`src/rtl/fit_out_fsm_if.sv`:
```
// rtl/fit_out_fsm_if.sv - handshake/bus bundle between fit_out_fsm and its FIFOs/downstream
//
// Purpose: groups the combination FIFO, road-ID FIFO and output-stream signals of
//          fit_out_fsm so they travel as one port.
// Signals:
//   output_enable       permits a new road/trailer start
//   comb_empty/data/eor/ee, comb_re     combination FIFO (first-word fall-through)
//   roadid_empty/data, roadid_re        road-ID FIFO (first-word fall-through)
//   out_hold                            downstream backpressure
//   out_data/dv/ep/ee, err              registered output word, flags, sticky error
// Modports: master = fit_out_fsm side, slave = FIFO/downstream side.
interface fit_out_fsm_if;
   logic        output_enable;
   logic        comb_empty;
   logic [29:0] comb_data;
   logic        comb_eor;
   logic        comb_ee;
   logic        comb_re;
   logic        roadid_empty;
   logic [20:0] roadid_data;
   logic        roadid_re;
   logic        out_hold;
   logic [31:0] out_data;
   logic        out_dv;
   logic        out_ep;
   logic        out_ee;
   logic        err;

   modport master (
      input  output_enable, comb_empty, comb_data, comb_eor, comb_ee,
             roadid_empty, roadid_data, out_hold,
      output comb_re, roadid_re, out_data, out_dv, out_ep, out_ee, err
   );

   modport slave (
      output output_enable, comb_empty, comb_data, comb_eor, comb_ee,
             roadid_empty, roadid_data, out_hold,
      input  comb_re, roadid_re, out_data, out_dv, out_ep, out_ee, err
   );
endinterface

```
`src/rtl/fit_out_fsm.sv`:
```
// rtl/fit_out_fsm.sv - frames roads (header + fits) and per-event trailers onto the output stream
//
// Purpose: pops a road ID and its fits from two FWFT FIFOs, emits header/fit words,
//          and on an end-event marker emits a trailer carrying road and fit counts.
// Ports:
//   clock   system clock, rising edge
//   reset   synchronous, active-high
//   bus     fit_out_fsm_if.master (FIFO pops, output stream, sticky err)
module fit_out_fsm (
   input  logic          clock,
   input  logic          reset,
   fit_out_fsm_if.master bus
);

   typedef enum logic [1:0] {
      IDLE    = 2'd0,
      HEADER  = 2'd1,
      FIT     = 2'd2,
      TRAILER = 2'd3
   } state_t;

   state_t      state;
   state_t      state_next;
   logic [7:0]  road_cnt;
   logic [15:0] word_cnt;

   logic        hdr_pop;
   logic        fit_pop;
   logic        trl_pop;
   logic        fit_err;
   logic [31:0] word_next;
   logic        ep_next;
   logic        ee_next;

   always_comb begin
      state_next = state;
      hdr_pop    = 1'b0;
      fit_pop    = 1'b0;
      trl_pop    = 1'b0;
      fit_err    = 1'b0;
      word_next  = 32'h0;
      ep_next    = 1'b0;
      ee_next    = 1'b0;

      case (state)
         IDLE: begin
            // An end-event marker starts a trailer even with no road ID queued.
            if (bus.output_enable && !bus.out_hold && !bus.comb_empty) begin
               if (bus.comb_ee)
                  state_next = TRAILER;
               else if (!bus.roadid_empty)
                  state_next = HEADER;
            end
         end
         HEADER: begin
            if (!bus.out_hold && !bus.roadid_empty) begin
               hdr_pop    = 1'b1;
               word_next  = {11'h000, bus.roadid_data};
               state_next = FIT;
            end
         end
         FIT: begin
            if (!bus.out_hold && !bus.comb_empty) begin
               if (bus.comb_ee) begin
                  // Marker arrived before end-of-road: flag it and let IDLE
                  // pick the marker up as a normal trailer.
                  fit_err    = 1'b1;
                  state_next = IDLE;
               end else begin
                  fit_pop   = 1'b1;
                  word_next = {2'b00, bus.comb_data};
                  ep_next   = bus.comb_eor;
                  if (bus.comb_eor)
                     state_next = IDLE;
               end
            end
         end
         TRAILER: begin
            if (!bus.out_hold && !bus.comb_empty) begin
               trl_pop    = 1'b1;
               word_next  = {road_cnt, word_cnt, bus.comb_data[7:0]};
               ee_next    = 1'b1;
               state_next = IDLE;
            end
         end
         default: state_next = IDLE;
      endcase

      if (reset) begin
         hdr_pop = 1'b0;
         fit_pop = 1'b0;
         trl_pop = 1'b0;
         fit_err = 1'b0;
      end
   end

   assign bus.roadid_re = hdr_pop;
   assign bus.comb_re   = fit_pop | trl_pop;

   always_ff @(posedge clock) begin
      if (reset) begin
         state        <= IDLE;
         bus.out_data <= 32'h0;
         bus.out_dv   <= 1'b0;
         bus.out_ep   <= 1'b0;
         bus.out_ee   <= 1'b0;
         bus.err      <= 1'b0;
         road_cnt     <= 8'h00;
         word_cnt     <= 16'h0000;
      end else begin
         state      <= state_next;
         bus.out_dv <= hdr_pop | fit_pop | trl_pop;
         bus.out_ep <= ep_next;
         bus.out_ee <= ee_next;
         if (hdr_pop | fit_pop | trl_pop)
            bus.out_data <= word_next;
         if (fit_err)
            bus.err <= 1'b1;

         // The trailer word is built from the current counts in the same
         // cycle they are cleared, so it carries the pre-clear values.
         if (trl_pop) begin
            road_cnt <= 8'h00;
            word_cnt <= 16'h0000;
         end else begin
            if (hdr_pop && road_cnt != 8'hFF)
               road_cnt <= road_cnt + 8'h01;
            if (fit_pop && word_cnt != 16'hFFFF)
               word_cnt <= word_cnt + 16'h0001;
         end
      end
   end

endmodule

```
`src/flat_wrapper.sv`:
```
// flat-port wrapper written by rule: the top's interface ports become plain ports
module fit_out_fsm_flat 
  (clock, reset, bus_output_enable, bus_comb_empty, bus_comb_data, bus_comb_eor, bus_comb_ee, bus_roadid_empty, bus_roadid_data, bus_out_hold, bus_comb_re, bus_roadid_re, bus_out_data, bus_out_dv, bus_out_ep, bus_out_ee, bus_err);
  fit_out_fsm_if bus_i ();
  input  logic clock;
  input  logic reset;
  input wire logic [$bits(bus_i.output_enable)-1:0] bus_output_enable;
  input wire logic [$bits(bus_i.comb_empty)-1:0] bus_comb_empty;
  input wire logic [$bits(bus_i.comb_data)-1:0] bus_comb_data;
  input wire logic [$bits(bus_i.comb_eor)-1:0] bus_comb_eor;
  input wire logic [$bits(bus_i.comb_ee)-1:0] bus_comb_ee;
  input wire logic [$bits(bus_i.roadid_empty)-1:0] bus_roadid_empty;
  input wire logic [$bits(bus_i.roadid_data)-1:0] bus_roadid_data;
  input wire logic [$bits(bus_i.out_hold)-1:0] bus_out_hold;
  output wire logic [$bits(bus_i.comb_re)-1:0] bus_comb_re;
  output wire logic [$bits(bus_i.roadid_re)-1:0] bus_roadid_re;
  output wire logic [$bits(bus_i.out_data)-1:0] bus_out_data;
  output wire logic [$bits(bus_i.out_dv)-1:0] bus_out_dv;
  output wire logic [$bits(bus_i.out_ep)-1:0] bus_out_ep;
  output wire logic [$bits(bus_i.out_ee)-1:0] bus_out_ee;
  output wire logic [$bits(bus_i.err)-1:0] bus_err;
  assign bus_i.output_enable = bus_output_enable;
  assign bus_i.comb_empty = bus_comb_empty;
  assign bus_i.comb_data = bus_comb_data;
  assign bus_i.comb_eor = bus_comb_eor;
  assign bus_i.comb_ee = bus_comb_ee;
  assign bus_i.roadid_empty = bus_roadid_empty;
  assign bus_i.roadid_data = bus_roadid_data;
  assign bus_i.out_hold = bus_out_hold;
  assign bus_comb_re = bus_i.comb_re;
  assign bus_roadid_re = bus_i.roadid_re;
  assign bus_out_data = bus_i.out_data;
  assign bus_out_dv = bus_i.out_dv;
  assign bus_out_ep = bus_i.out_ep;
  assign bus_out_ee = bus_i.out_ee;
  assign bus_err = bus_i.err;
  fit_out_fsm u_core (.clock(clock), .reset(reset), .bus(bus_i));
endmodule
```
`config.mk`:
```
export PLATFORM = sky130hd
export DESIGN_NAME = fit_out_fsm_flat
export DESIGN_NICKNAME = d
export VERILOG_FILES = /design/src/rtl/fit_out_fsm_if.sv /design/src/rtl/fit_out_fsm.sv /design/src/flat_wrapper.sv
export SDC_FILE = /design/constraint.sdc
export NUM_CORES = 1
export LEC_CHECK = 0
export CAP_MARGIN = 10
export CORE_ASPECT_RATIO = 0.6
export CORE_MARGIN = 3
export CORE_UTILIZATION = 42
export CTS_BUF_LIST = sky130_fd_sc_hd__clkbuf_4 sky130_fd_sc_hd__clkbuf_8
export DETAILED_ROUTE_END_ITERATION = 10
export MAX_ROUTING_LAYER = met4
export PLACE_DENSITY = 0.79
export SYNTH_ARGS = -nofsm -noshare
export SYNTH_HDL_FRONTEND = slang
export SYNTH_SLANG_ARGS = --single-unit
```
`constraint.sdc`:
```
create_clock -name clock -period 2.2 [get_ports clock]
set_clock_uncertainty 0.2 [all_clocks]
set_input_delay 0.55 -clock clock [delete_from_list [all_inputs] [get_ports clock]]
set_output_delay 0.55 -clock clock [all_outputs]
set_load 0.005 [all_outputs]
```
==> impl_results.html <==
<table>
<tr><th>Metric</th><th>Value</th></tr>
<tr><th colspan="2">Pwr</th></tr>
<tr><td>LEAKAGE</td><td>0.00158 uW</td></tr>
<tr><td>Maximum VDD drop</td><td>0.405 mV</td></tr>
<tr><td>P per Cell Area</td><td>573 mW/mm^2</td></tr>
<tr><th colspan="2">STA</th></tr>
<tr><td>Highest achievable clock rate</td><td>471 MHz</td></tr>
<tr><td>Max-slew violation count</td><td>0</td></tr>
<tr><td>Transition at the pin with the smallest max-transition slack</td><td>0.439 ns</td></tr>
<tr><td>Final number of setup-violating endpoints</td><td>0</td></tr>
<tr><td>Hold Fails Final Rpt</td><td>0</td></tr>
<tr><td>Normalized max-slew margin</td><td>0.707</td></tr>
<tr><td>Clock period minus worst slack</td><td>2.12 ns</td></tr>
<tr><td>Final worst slack</td><td>0.0760 ns</td></tr>
<tr><td>Final worst-path cycle share</td><td>0.965</td></tr>
<tr><td>RSZ-0062 raised after global routing</td><td>no</td></tr>
<tr><th colspan="2">Finish</th></tr>
<tr><td># fillers</td><td>507</td></tr>
<tr><td>Fraction of layout cells with a size suffix above 1</td><td>0.185</td></tr>
<tr><td>Synthesis-to-finish area growth</td><td>53.7%</td></tr>
<tr><td>Nets</td><td>505</td></tr>
<tr><td>Final Non-Filler Cells</td><td>533</td></tr>
<tr><td>Number of antenna repair diodes</td><td>0</td></tr>
<tr><th colspan="2">Placed design</th></tr>
<tr><td>Weighted congestion at the end of routability-driven global placement</td><td>0.868</td></tr>
<tr><td>Number of port buffers</td><td>96</td></tr>
<tr><td>Post-Place Worst Slack</td><td>-0.712 ns</td></tr>
<tr><td>HPWL after DPL</td><td>6.87 mm</td></tr>
<tr><td>DP Cell Count</td><td>514</td></tr>
<tr><th colspan="2">Global routing</th></tr>
<tr><td>Total Routing Usage GR</td><td>0.243</td></tr>
<tr><td>Antenna violations before repair</td><td>0</td></tr>
<tr><td>Vias in the first global route</td><td>2,929</td></tr>
<tr><td>Largest net degree at the start of global routing</td><td>24</td></tr>
<tr><td>Wire length of the first global-routing pass</td><td>14.9 mm</td></tr>
<tr><td>Overflow left after global routing</td><td>0</td></tr>
<tr><th colspan="2">Die</th></tr>
<tr><td>Full die area</td><td>0.00783 mm^2</td></tr>
<tr><td>Core region area</td><td>0.00633 mm^2</td></tr>
<tr><td>Row count</td><td>22</td></tr>
<tr><td>Boundary pin count</td><td>97</td></tr>
<tr><td>Initial core utilization</td><td>0.449</td></tr>
<tr><td>Die outline height</td><td>69.7 um</td></tr>
<tr><td>Die W</td><td>112 um</td></tr>
<tr><th colspan="2">Synthesis</th></tr>
<tr><td>Total number of yosys warnings</td><td>0</td></tr>
<tr><td>Synth Net Count</td><td>378</td></tr>
<tr><td>Commonest register cell after synthesis</td><td>dfxtp_1</td></tr>
<tr><td>Post-synthesis instance area</td><td>0.00284 mm^2</td></tr>
<tr><td>Leading area contributor after synthesis</td><td>dfxtp_1</td></tr>
<tr><td>Commonest cells post-synth</td><td>dfxtp_1 (62), nor2_1 (53), nand2_1 (24)</td></tr>
<tr><td>Gate count after technology mapping</td><td>317</td></tr>
<tr><td>Number of enable-type register cells in the synthesized netlist</td><td>0</td></tr>
<tr><td>Leading cell type by number of instances after synthesis</td><td>dfxtp_1</td></tr>
<tr><td>Share of flip-flops with an asynchronous set or reset</td><td>0</td></tr>
<tr><td>Sequential cell area fraction in the yosys report</td><td>0.436</td></tr>
<tr><td>Number of library cell types mapped by synthesis</td><td>46</td></tr>
<tr><td>Share of Yosys cell area claimed by the top area cell type</td><td>0.436</td></tr>
<tr><td>Synthesis-stage register bit count</td><td>62</td></tr>
<tr><td>Synthesized area per cell</td><td>8.97 um^2</td></tr>
<tr><td>Top cells by area in the synthesized netlist</td><td>dfxtp_1 (44%), nor2_1 (7.0%), a222oi_1 (4.6%), xnor2_1 (3.4%), nand2_1 (3.2%)</td></tr>
<tr><th colspan="2">Setup path</th></tr>
<tr><td>Worst flop-to-flop path startpoint</td><td>u_core.state[0]</td></tr>
<tr><td>Biggest fanout along the worst timing path</td><td>3</td></tr>
<tr><td>Category of the worst setup path capture point</td><td>output pin</td></tr>
<tr><td>Crit start category</td><td>primary input</td></tr>
<tr><td>Required @ worst endpoint</td><td>1.45 ns</td></tr>
<tr><td>Worst R2R Setup Slack</td><td>0.15 ns</td></tr>
<tr><td>Critical path start-end classification</td><td>in -&gt; out</td></tr>
<tr><td>CP Data Arrival Time</td><td>1.37 ns</td></tr>
<tr><td>Crit path launch</td><td>bus_roadid_empty</td></tr>
<tr><th colspan="2">Routing</th></tr>
<tr><td>Drt total wl</td><td>9.28 mm</td></tr>
<tr><td>DR pass1 iterations</td><td>6</td></tr>
<tr><td>Vias post-DR</td><td>3,020</td></tr>
<tr><td>Average via count per standard cell</td><td>5.67</td></tr>
<tr><td>Average wire length per cell after detail routing</td><td>17.4 um</td></tr>
<tr><td>Remaining routing DRC violations</td><td>0</td></tr>
<tr><td>Number of DRC violations after detailed-routing iteration 0</td><td>319</td></tr>
<tr><td>Final ANT Viol Nets</td><td>0</td></tr>
<tr><th colspan="2">Clock network</th></tr>
<tr><td>Buffer type at the clock tree root</td><td>clkbuf_8</td></tr>
<tr><td>Hold bufs inserted after CTS</td><td>0</td></tr>
<tr><td>Number of clock sinks</td><td>62</td></tr>
<tr><td>CTS tree</td><td>built</td></tr>
<tr><td>Clk Latency, worst-skew pair</td><td>0.34 ns</td></tr>
<tr><td>Clock Tree Buf Depth</td><td>2</td></tr>
<tr><td>Number of buffers added by the clock tree synthesis step</td><td>9</td></tr>
<tr><td>Clock-pin slew reported for the worst setup and hold paths after clock tree synthesis</td><td>0.07 ns</td></tr>
<tr><td>H-tree level count</td><td>3</td></tr>
<tr><th colspan="2">Flow run</th></tr>
<tr><td>Number of max-capacitance violations reported</td><td>0</td></tr>
<tr><th colspan="2">Worst hold path</th></tr>
<tr><td>Critical hold path startpoint</td><td>u_core.bus.out_data[5]</td></tr>
<tr><td>Path type of the worst min-delay path</td><td>reg -&gt; reg</td></tr>
<tr><th colspan="2">Outcome</th></tr>
<tr><td>Outcome</td><td>completed</td></tr>
</table>
-- stage by stage --
step                      total power [uW]  setup TNS, ns  hold slack, ns  utilization  instance area [um^2]
after detailed placement              1400         -29.76           0.247        0.654                  4140
after CTS                             2520              0           0.256        0.687                  4350
after floorplan                       1230              0           0.253            -                  2850
after global placement                1400         -25.31           0.245        0.654                  4140
final                                 2500              0           0.257        0.690                  4370
after global routing                  2580              0           0.276        0.690                  4370
-- flip-flops by register name (all words and copies together), names as in the netlist --
| signal | cells |
|---|---|
| u_core.bus.err | 1 |
| u_core.bus.out_data | 32 |
| u_core.bus.out_dv | 1 |
| u_core.bus.out_ee | 1 |
| u_core.bus.out_ep | 1 |
| u_core.road_cnt | 8 |
| u_core.state | 2 |
| u_core.word_cnt | 16 |
-- timing repair --
action	4_1_cts	5_1_grt
setup endpoints to repair	41	29
cloned	0	1
setup buffers	0	2
pin swaps	4	3
resized for setup	18	4
-- kinds of logic (layout without fill, tap and decap cells) --
logic type	Yosys count	in the layout	share of synthesized area
AOI/OAI and AO/OA	70	70	0.201
xor gates and xnor gates	16	16	0.0493
adders and majority gates	2	2	0.00880
buffers and inverters	26	158	0.0458
DFF	62	62	0.436
muxes	5	5	0.0176
and+or+nand+nor	136	136	0.242
-- worst max-delay path, stage by stage --
cell	delay, ns
clkdlybuf4s15_1	0.21
nor4b_4	0.34
and2_1	0.17
buf_2	0.10
-- routing by layer --
layer | global-route usage | up-vias | wire length (um)
met3 | 0.0724 | 9 | 882
met2 | 0.368 | 140 | 4240
met4 | 0.0667 | 0 | 64
li1 | - | 1436 | -
met1 | 0.316 | 1435 | 4090
met5 | - | - | 0
-- area by class of cell --
class | instances | area, um^2 | share of cell area
Inverter | 5 | 21.3 | 0.00487
Sequential cell | 62 | 1240 | 0.284
Timing Repair Buffer | 137 | 1280 | 0.293
Clock buffer | 10 | 138 | 0.0315
Tap cell | 84 | 105 | 0.0240
Clock inverter | 6 | 85.1 | 0.0195
Multi-Input combinational cell | 229 | 1500 | 0.343
-- cells in the final DEF, fill, tap and decap left out, types with 3 or more instances in the layout --
| master | n |
|---|---|
| dfxtp_1 | 61 |
| xnor2_1 | 11 |
| nand2_1 | 24 |
| a222oi_1 | 13 |
| a211oi_2 | 7 |
| clkdlybuf4s50_1 | 89 |
| buf_4 | 36 |
| nor4_1 | 5 |
| nand3_1 | 6 |
| xor2_1 | 5 |
| mux2i_1 | 5 |
| a22oi_1 | 11 |
| buf_12 | 3 |
| a21oi_1 | 11 |
| nor3_1 | 15 |
| a221oi_1 | 9 |
| o21ai_0 | 4 |
| clkbuf_8 | 10 |
| nand4_1 | 12 |
| buf_2 | 5 |
| nor2_1 | 53 |
| and3_1 | 3 |
| a211oi_1 | 7 |
| inv_1 | 4 |
-- where the power goes --
group / total [uW] / switching (uW) / internal, uW
sequential: 1140 / 7.83 / 1130
clock: 1130 / 461 / 664
combinational: 239 / 92.5 / 146
-- worst paths after layout --
path	depth (start not counted)	end
worst min register to register	2	u_core.bus.out_data[5]
worst max-delay path	4	bus_roadid_re
worst max register to register	7	u_core.bus.out_data[26]
worst min-delay path	2	u_core.bus.out_data[5]
(Power assumes the default switching activity.)
